$ cat config.mk
export PLATFORM = sky130hd
export DESIGN_NAME = seven_seg_scan_driver
export DESIGN_NICKNAME = d
export VERILOG_FILES = /design/src/rtl/seven_seg_scan_driver.sv
export SDC_FILE = /design/constraint.sdc
export NUM_CORES = 1
export LEC_CHECK = 0
export BUFFER_PORTS_ARGS = -buffer_cell sky130_fd_sc_hd__buf_2
export CAP_MARGIN = 20
export CELL_PAD_IN_SITES_DETAIL_PLACEMENT = 1
export CELL_PAD_IN_SITES_GLOBAL_PLACEMENT = 2
export CORE_ASPECT_RATIO = 1.5
export CORE_MARGIN = 2
export CORE_UTILIZATION = 38
export DETAILED_ROUTE_END_ITERATION = 8
export GPL_ROUTABILITY_DRIVEN = 0
export HOLD_SLACK_MARGIN = 0.12
export PLACE_DENSITY_LB_ADDON = 0.05
export SKIP_CTS_REPAIR_TIMING = 1
export SYNTH_ARGS = -nofsm -noshare
export SYNTH_HDL_FRONTEND = slang
export SYNTH_SLANG_ARGS = --single-unit
$ cat constraint.sdc
create_clock -name clk -period 5.3 [get_ports clk]
set_clock_uncertainty 0.2 [all_clocks]
set_input_delay 0.795 -clock clk [delete_from_list [all_inputs] [get_ports clk]]
set_output_delay 0.795 -clock clk [all_outputs]
set_load 0.02 [all_outputs]
$ cat src/rtl/seven_seg_scan_driver.sv
// Multiplexed N-digit common-anode 7-segment driver with shadow buffer,
// decimal points, leading-zero blanking and a dark slot at each digit switch.
module seven_seg_scan_driver #(
  parameter int NUM_DIGITS  = 4,
  parameter int REFRESH_DIV = 100000,
  parameter bit LZ_BLANK    = 1'b1
) (
  input  logic                    clk,
  input  logic                    rst,
  input  logic [4*NUM_DIGITS-1:0] digits_in,
  input  logic [NUM_DIGITS-1:0]   dp_in,
  input  logic                    load,
  input  logic                    blank_in,
  output logic [NUM_DIGITS-1:0]   anode,
  output logic [6:0]              cathode,
  output logic                    dp
);

  localparam int CW = $clog2(REFRESH_DIV);
  localparam int IW = (NUM_DIGITS > 1) ? $clog2(NUM_DIGITS) : 1;
  localparam logic [CW-1:0] CMAX = CW'(REFRESH_DIV - 1);
  localparam logic [IW-1:0] IMAX = IW'(NUM_DIGITS - 1);

  logic [CW-1:0]           r_cnt;
  logic [IW-1:0]           r_idx;
  logic [4*NUM_DIGITS-1:0] r_dig;
  logic [NUM_DIGITS-1:0]   r_dpb;
  logic [NUM_DIGITS-1:0]   r_an;
  logic [6:0]              r_cath;
  logic                    r_dp;

  logic                    w_last;
  logic [3:0]              w_code;
  logic                    w_dpsel;
  logic                    w_zero;
  logic                    w_run;
  logic [NUM_DIGITS-1:0]   w_an;
  logic [6:0]              w_seg;

  assign w_last = (r_cnt == CMAX);

  // w_run tracks "this digit and every digit above it are zero"
  always_comb begin
    w_code  = 4'd0;
    w_dpsel = 1'b0;
    w_zero  = 1'b0;
    w_run   = 1'b1;
    w_an    = '1;
    for (int k = NUM_DIGITS - 1; k >= 0; k--) begin
      w_run = w_run & (r_dig[4*k +: 4] == 4'd0);
      if (r_idx == IW'(k)) begin
        w_code  = r_dig[4*k +: 4];
        w_dpsel = r_dpb[k];
        w_zero  = w_run && (k != 0);
        w_an[k] = 1'b0;
      end
    end
    if (blank_in || w_last)
      w_an = '1;
  end

  always_comb begin
    w_seg = 7'b1111111;
    unique case (w_code)
      4'd0:  w_seg = 7'b0000001;
      4'd1:  w_seg = 7'b1001111;
      4'd2:  w_seg = 7'b0010010;
      4'd3:  w_seg = 7'b0000110;
      4'd4:  w_seg = 7'b1001100;
      4'd5:  w_seg = 7'b0100100;
      4'd6:  w_seg = 7'b0100000;
      4'd7:  w_seg = 7'b0001111;
      4'd8:  w_seg = 7'b0000000;
      4'd9:  w_seg = 7'b0000100;
      4'd10: w_seg = 7'b0001000;
      4'd11: w_seg = 7'b1100000;
      4'd12: w_seg = 7'b0110001;
      4'd13: w_seg = 7'b1000010;
      4'd14: w_seg = 7'b0110000;
      4'd15: w_seg = 7'b1111110;
    endcase
  end

  always_ff @(posedge clk) begin
    if (rst) begin
      r_cnt  <= '0;
      r_idx  <= '0;
      r_dig  <= '0;
      r_dpb  <= '0;
      r_an   <= '1;
      r_cath <= 7'b1111111;
      r_dp   <= 1'b1;
    end else begin
      r_cnt <= w_last ? '0 : r_cnt + 1'b1;
      if (w_last)
        r_idx <= (r_idx == IMAX) ? '0 : r_idx + 1'b1;
      if (load) begin
        r_dig <= digits_in;
        r_dpb <= dp_in;
      end
      r_an   <= w_an;
      r_cath <= (LZ_BLANK && w_zero) ? 7'b1111111 : w_seg;
      r_dp   <= ~w_dpsel;
    end
  end

  assign anode   = r_an;
  assign cathode = r_cath;
  assign dp      = r_dp;

endmodule
* Word-level counts from Yosys, hierarchy flattened
Memories as Yosys holds them, arrays and structs flattened. A register that Yosys moved wholly into a read port is not among the register bits. Index checks and enable logic that the tools add are counted.
Word-level totals: output and inout bits 12, memories kept 1, bits of input ports 24, ROM bits 112, register bits 44, word-level logic and storage cells 41
Memory list:
- (name not given) | words 16, width 7, read ports 1, clocked after memory_dff 1, wr ports 0, RTL line 64 | unique case (w_code)
Cells by class: equal/unequal tests 4, muxes and demuxes 17, bitwise operators 3, $add $sub $neg 2, reduce and logical (&&, ||, !) cells 8
Operators with widths (number):
- adder 17 x 1 -> 17 bit, second input constant | 1
- == test 17 bit, second input constant | 1
- two-way mux 4 bit | 4
- zero test 4 bit | 3
- two-way mux 1 bit | 12
- OR reduction 2 bit | 3
- == test 2 bit, second input constant | 2
- adder 2 x 1 -> 2 bit, second input constant | 1
- bitwise AND 1 bit | 2
- == test 2 x 1 -> 1 bit, second input constant | 1
- zero test 2 bit | 1
- two-way mux 2 bit | 1
- logical OR 1 bit | 1
- NOT 1 bit | 1

* Logic depth before layout (Yosys ltp)
Gate-level depths: netlist of run 1.
word-level depth 6, gate-level depth with buffers 11, mapped depth without buffers 10

* Worst setup path after synthesis of run 1
No wires, ideal clock.
kind flip-flop to flip-flop, start point register r_idx[0], end point register r_cath[2] (netlist: cathode[2]), path buffers 1, period minus slack after synthesis 2.355 ns, slack 2.945 ns, cell stages (with the launch flop) 12, arrival time 2.035 ns, setup time 0.120 ns, required time 4.980 ns, cell sequence dfxtp_1 -> inv_1 -> ha_1 -> buf_6 -> a21oi_1 -> o21ai_0 -> a22oi_1 -> inv_1 -> ha_1 -> nand2_1 -> o211ai_2 -> a211o_1
On the way: longest elaborated chain between the ends 6, elaborated cells between the ends (all ways) 13, classes of those cells eq/ne: 3; mux: 8; reduce/logical: 2
Ends and longest elaborated chain:
- from (decl) | RTL line 25 | logic [IW-1:0] r_idx;
- from (signal assigned) | RTL line 96 | r_idx <= (r_idx == IMAX) ? '0 : r_idx + 1'b1;
- == test 2 bit | RTL line 51 | if (r_idx == IW'(k)) begin
- two-way mux 1 bit (4 in series) | RTL line 51
- OR reduction 2 bit (no source line)
- to (decl) | RTL line 29 | logic [6:0] r_cath;
Several ways; a longest one is shown, not always the timed one. A chain may end at the register's enable or synchronous reset.

* Worst setup path in the final report of run 1
Ends and elaborated chain as after synthesis.

==> results of run 1 <==
-- cells in the mapped netlist, types with 2 or more instances --
cell type | n | area (um2)
dfxtp_1 | 51 | 1021
nor2_1 | 45 | 168.9
mux2i_1 | 23 | 230.2
nand2_1 | 14 | 52.55
inv_1 | 13 | 48.80
ha_1 | 11 | 137.6
nand3_1 | 8 | 40.04
xnor2_1 | 8 | 70.07
a21oi_1 | 7 | 35.03
xor2_1 | 7 | 61.31
clkbuf_1 | 5 | 18.77
buf_6 | 4 | 45.04
nand2b_1 | 4 | 25.02
nand3b_1 | 4 | 30.03
nor4_1 | 4 | 25.02
o211ai_1 | 4 | 30.03
nand4_1 | 3 | 18.77
o21ai_0 | 3 | 15.01
a22oi_1 | 2 | 15.01
a32o_1 | 2 | 20.02
and3_1 | 2 | 12.51
buf_2 | 2 | 10.01
nand4bb_1 | 2 | 22.52
nor2_2 | 2 | 12.51
o211a_1 | 2 | 20.02
o21ai_1 | 2 | 10.01
or3b_1 | 2 | 17.52
or3b_2 | 2 | 17.52
or4_4 | 2 | 22.52
-- per-layer routing --
layer  share of wire, %  wire (um)  GRT usage [%]  vias to the layer above
met5                  0          0              0                        -
met4                1.4         82          5.325                        0
met3                2.2        124          2.542                        6
met2                 59       3373          34.87                       23
met1                 38       2161          16.99                      939
li1                   -          -              -                      951
-- metrics by stage --
| stage | util (%) | instance area, um2 | std cells | hold WS, ns | setup slack (ns) |
|---|---|---|---|---|---|
| after CTS | 43.27 | 2768 | 368 | 0.3233 | 2.595 |
| after global placement | 41.73 | 2669 | 360 | 0.2540 | 2.673 |
| after global routing | 43.27 | 2768 | 368 | 0.3533 | 2.359 |
| after detailed placement | 41.73 | 2669 | 360 | 0.2932 | 2.608 |
| final | 43.27 | 2768 | 368 | 0.3068 | 2.640 |
| after floorplan | - | 2480 | 261 | 0.2297 | 2.945 |
-- worst max-delay path by stage --
stage          cells past startpoint      from         end  slack, ns
2_1_floorplan                     11  r_idx[0]  cathode[2]       2.95
3_3_place_gp                      10  r_idx[0]  cathode[2]       2.67
3_5_place_dp                      10  r_idx[0]  cathode[2]       2.61
4_1_cts                           10  r_idx[0]  cathode[2]       2.60
5_1_grt                           10  r_idx[0]  cathode[2]       2.36
6_report                          10  r_idx[0]  cathode[2]       2.64
-- final cells by class --
| class | instances | share of cell area, % |
|---|---|---|
| multi-input combinational | 185 | 48.01 |
| sequential | 51 | 36.89 |
| timing repair buffer | 35 | 6.329 |
| tap | 76 | 3.436 |
| clock buffer | 6 | 2.984 |
| inverter | 13 | 1.763 |
| clock inverter | 2 | 0.5877 |
-- registers in the layout, summed over array words and instances, names as in the netlist --
register	count
dp	1
cathode	7
r_dpb	4
anode	4
r_cnt	17
r_idx	2
r_dig	16
-- where the power goes --
part | internal (uW) | switching (uW) | total, uW
sequential | 400 | 10.8 | 410
clock | 107 | 134 | 240
combinational | 33.0 | 43.2 | 76.2
total | 539 | 188 | 727
-- cells by family after synthesis --
group,count (synthesis)
adders and majority gates,11
DFF,51
muxes,23
AOI/OAI and AO/OA,31
and+or+nand+nor,105
buffers and inverters,25
xor gates and xnor gates,15
-- worst max-delay path, delay by kind of cell, from the launching register on --
| family | cells | cell delay (ns) |
|---|---|---|
| flops | 1 | 0.41 |
| compound gates | 5 | 1.09 |
| buf+inv | 2 | 0.21 |
| simple gates | 1 | 0.11 |
| fa+ha+maj | 2 | 0.55 |
==> run_results.csv, run 1 <==
group,metric,value,unit
synth,synth_top_family_by_area,"simple AND/OR/NAND/NOR gates",
timing,slew_headroom,51.02,%
floorplanning,die_x,69.96,um
cts,clock_latency,0.31,ns
route,drt_iter0_markers,44,
synth,synthCells,261,
critical_path,rrSetupSlack,2.64,ns
critical_path,crit_path_cell_trace,"inv_1 -> ha_1 -> a21oi_1 -> o21ai_0 -> a22oi_1 -> inv_1 -> ha_1 -> nand2_1 -> o211ai_2 -> a211o_1",
power,irDropWorstVdd,0.1457,mV
synth,synth-xor-area-share,5.298,%
floorplanning,boundaryPins,36,
worst_hold_path,holdPathEnd,"r_cnt[0]",
floorplanning,die_y,102.9,um
critical_path,critPathKind,"reg -> reg",
cts,root_buffer,"clkbuf_8",
status,status,"completed",
worst_hold_path,min_path_type,"reg -> reg",
layout,layout_commonest_cell,"dfxtp_1",
floorplanning,die_area,0.007202,mm2
synth,ys.warnings.count,0,
cts,h-tree-depth,2,
placement,portBuffers,35,
layout,layout_common_cells,"dfxtp_1, nor2_1, buf_2, mux2i_1, nand2_1",
cts,clkSlewWorstSetupHoldPaths,0.10,ns
critical_path,end_kind,"flop",
route,routedWlPerCell,15.60,um
synth,synth_area,0.002480,mm2
worst_hold_path,hold_start,"r_cnt[0]",
timing,fin_setup_tns,0,ns
timing,fin_crit_sh,50.20,%
critical_path,cp-start-kind,"flop",
synth,synth_compound_area_share,10.54,%
layout,seqCellArea,0.001021,mm2
timing,period_needed,2.660,ns
critical_path,cp_slowest_cell,"dfxtp_1",
layout,fill_cells,776,
synth,syn-num-nets,296,
synth,synth_seq_cells,51,
global_route,grt_pass1_wl,9453,um
floorplanning,core_area,0.006396,mm2
timing,fmax,375.9,MHz
global_route,antenna_found_initial,0,
route,drt_wl_total,5742,um
synth,ys.flop_type,"dfxtp_1",
synth,synthSimpleGateAreaFrac,22.91,%
global_route,track_usage,16.84,%
critical_path,worstPathMaxFanout,12,
worst_hold_path,whs_path_depth,1,
synth,seq_area_frac_synth,41.17,%
layout,drive_gt1_share,19.86,%
global_route,grt_max_degree,27,
global_route,grt_overflow_total,0,
synth,syn_avg_cell_area,9.501,um2
layout,antenna_cells,0,
run,maxCapViolCount,0,
timing,hold_viol_final,0,
cts,cts_buffers,5,
timing,report.final.slew_viol_count,0,
timing,setup_viol,0,
critical_path,r2r_cells,10,
placement,dp_hpwl,4370,um
route,drtPass1Iterations,4,
floorplanning,start_util,38.77,%
synth,synth_cell_type_count,50,
synth,async_flop_share,0,%
cts,tritoncts,"built",
layout,fin_nets,326,
critical_path,rr_startpoint,"r_idx[0]",
critical_path,required,5.30,ns
critical_path,slowest_delay,0.41,ns
layout,syn_to_final_growth,11.60,%
synth,synth_edf_count,0,
power,leakage,0.001143,uW
critical_path,worstReg2RegEnd,"cathode[2]",
synth,synth_mux_area_share,9.284,%
power,p_total,726.9,uW
timing,worstMarginPinSlew,0.7347,ns
cts,cts.sinks,51,
global_route,grt_pass1_vias,1985,
route,vias,1919,
route,ant_nets,0,
route,drcViolationCount,0,
floorplanning,fp-row-count,36,
timing,rsz0062_at_grt,"false",
power,p_per_area,262.6,mW/mm2
cts,clk_path_buf_depth,2,
layout,multi_input_area,0.001329,mm2
synth,synth-adder-area-share,5.550,%
route,via_per_inst,5.215,
critical_path,cp.arrival,2.66,ns
(Power assumes the default switching activity.)
==> run 2, diff against run 1 <==
ABC_AREA = 1   (was default)
CORE_UTILIZATION = 31   (was 38)
clock period = 2.5 ns   (was 5.3 ns; I/O delays follow)
==> run 2 against run 1 <==
Largest cell class unchanged; via count rose by 21%; wire length up 19%; highest routed layer unchanged; clock power increased to 3.2 times the previous value; combinational power is 130% higher.
==> run_results.csv, run 2 <==
group,metric,value,unit
status,status,"completed",
timing,fin_crit_sh,89.46,%
floorplanning,core_area,0.007908,mm2
critical_path,slowest_delay,0.35,ns
power,p_sw_share,23.98,%
global_route,grt_pass1_vias,2482,
layout,syn_to_final_growth,18.18,%
placement,dpl.cell_count,490,
power,irDropWorstVdd,0.2427,mV
synth,ys.warnings.count,0,
power,p_per_area,618.9,mW/mm2
critical_path,worstPathMaxFanout,7,
timing,rsz0062_at_grt,"false",
layout,fin_nets,427,
critical_path,critPathKind,"reg -> reg",
synth,synth_common_cells,"nand2_1, nor2_1, dfxtp_1",
route,drt_iter0_markers,71,
route,ant_nets,0,
global_route,grt_overflow_total,0,
critical_path,required,2.49,ns
cts,cts.sinks,51,
floorplanning,boundaryPins,36,
cts,tritoncts,"built",
power,comb_power_share,9.6,%
power,leakage,0.001230,uW
synth,async_flop_share,0,%
global_route,grt_max_degree,25,
cts,clk_path_buf_depth,2,
layout,largest-register,"r_cnt",
synth,synth.area.top_cells,"dfxtp_1, nand2_1, nor2_1",
layout,largest_reg_flops,17,
floorplanning,start_util,31.60,%
timing,period_needed,2.237,ns
synth,synth_seq_cells,51,
synth,synth_area,0.002499,mm2
power,power_frac_seq,47.7,%
synth,synthCells,356,
critical_path,cp.arrival,2.22,ns
cts,clock_latency,0.29,ns
synth,synth_cell_type_count,30,
cts,root_buffer,"clkbuf_16",
route,vias,2314,
power,p_total,1827,uW
timing,fin_setup_tns,0,ns
synth,syn_avg_cell_area,7.019,um2
timing,worstMarginPinSlew,0.6489,ns
critical_path,cp_slowest_cell,"dfxtp_1",
layout,drive_gt1_share,16.79,%
timing,hold_viol_final,0,
route,drtPass1Iterations,4,
power,power.internal,1389,uW
cts,clkSlewWorstSetupHoldPaths,0.07,ns
timing,report.final.slew_viol_count,0,
power,p_clk_share,42.6,%
floorplanning,die_y,114.0,um
synth,synth_edf_count,0,
critical_path,end_kind,"flop",
synth,ys.flop_type,"dfxtp_1",
floorplanning,fp-row-count,40,
layout,layout_common_cells,"nand2_1, nor2_1, dfxtp_1, buf_2, inv_1",
critical_path,cp-start-kind,"flop",
route,drcViolationCount,0,
global_route,grt_pass1_wl,11870,um
cts,cts_buffers,5,
route,routedWlPerCell,13.75,um
layout,fill_cells,1056,
synth,seq_area_frac_synth,40.86,%
layout,fin_cells,498,
global_route,antenna_found_initial,0,
placement,portBuffers,35,
timing,slew_headroom,56.69,%
route,via_per_inst,4.647,
power,p_switching,438.2,uW
synth,syn-num-nets,391,
placement,dp_hpwl,5323,um
worst_hold_path,min_path_type,"in -> reg",
floorplanning,die_x,77.31,um
cts,h-tree-depth,2,
critical_path,crit_path_cell_trace,"inv_1 -> ha_2 -> inv_2 -> or2_2 -> nand2_1 -> inv_1 -> ha_1 -> nand3_1 -> nand3_1 -> nand2_1 -> nand2_1",
route,drt_wl_total,6847,um
run,maxCapViolCount,0,
critical_path,path_common_cell,"nand2_1",
timing,setup_viol,0,
synth,synth_top_cell_area_share,40.86,%
global_route,track_usage,17.14,%
layout,antenna_cells,0,
floorplanning,die_area,0.008809,mm2
synth,synth_area_leader_cell,"dfxtp_1",
timing,fmax,447.1,MHz
[run 2: cells by family (layout without fill, tap and decap cells)]
logic type      after synthesis  count (layout)  share of synthesized area [%]
xor+xnor                      5               5                          1.753
buf+inv                      45              82                          7.511
fa+ha+maj                    11              11                          5.508
compound gates               45              45                          9.264
flops                        51              51                          40.86
simple gates                199             199                          35.10
[run 2: worst paths after layout]
check / from / end / slack, ns / cells past startpoint
setup / recovery: r_idx[0] / cathode[3] / 0.26 / 11
hold / removal: digits_in[13] / r_dig[13] / 0.10 / 3
setup reg to reg: r_idx[0] / cathode[3] / 0.26 / 11
hold reg to reg: r_cnt[0] / r_cnt[0] / 0.25 / 1
[run 2: critical path, delay by kind of cell, from the launching register on]
family	cells	cell delay (ns)
adders and majority gates	2	0.54
buffers and inverters	3	0.28
DFF	1	0.35
and+or+nand+nor	6	0.75
[run 2: power by group through the flow]
| stage | sequential (uW) | clock, uW | combinational (uW) |
|---|---|---|---|
| finish | 872 | 779 | 176 |
| global route | 877 | 837 | 207 |
| CTS | 872 | 804 | 181 |
| detailed placement | 891 | 0 | 178 |
| global placement | 891 | 0 | 177 |
| floorplan | 900 | 0 | 105 |
[run 2: metal layers]
metal	global-route usage [%]	up-vias	share of wire [%]
met3	3.481	6	2.5
met5	0	-	0
li1	-	1207	-
met4	5.357	0	1.4
met1	16.52	1077	37
met2	35.30	24	59
[run 2: area by class of cell]
class                           count  area, um2  share of cell area [%]
Multi-Input combinational cell    260       1303                   44.11
Sequential cell                    51       1021                   34.58
Timing Repair Buffer               37      190.2                   6.441
Inverter                           37      138.9                   4.703
Tap cell                          105      131.4                   4.449
Clock buffer                        5      125.1                   4.237
Clock inverter                      3      43.79                   1.483
[run 2: stage by stage]
step           area, um2  hold slack, ns  worst slack, ns  util (%)
2_1_floorplan       2499          0.2175           0.4720         -
3_3_place_gp        2771          0.2339           0.2565     35.05
3_5_place_dp        2771          0.2462           0.1825     35.05
4_1_cts             2940          0.1001           0.1140     37.18
5_1_grt             2953          0.1213          0.07840     37.34
6_report            2953          0.1025           0.2635     37.34
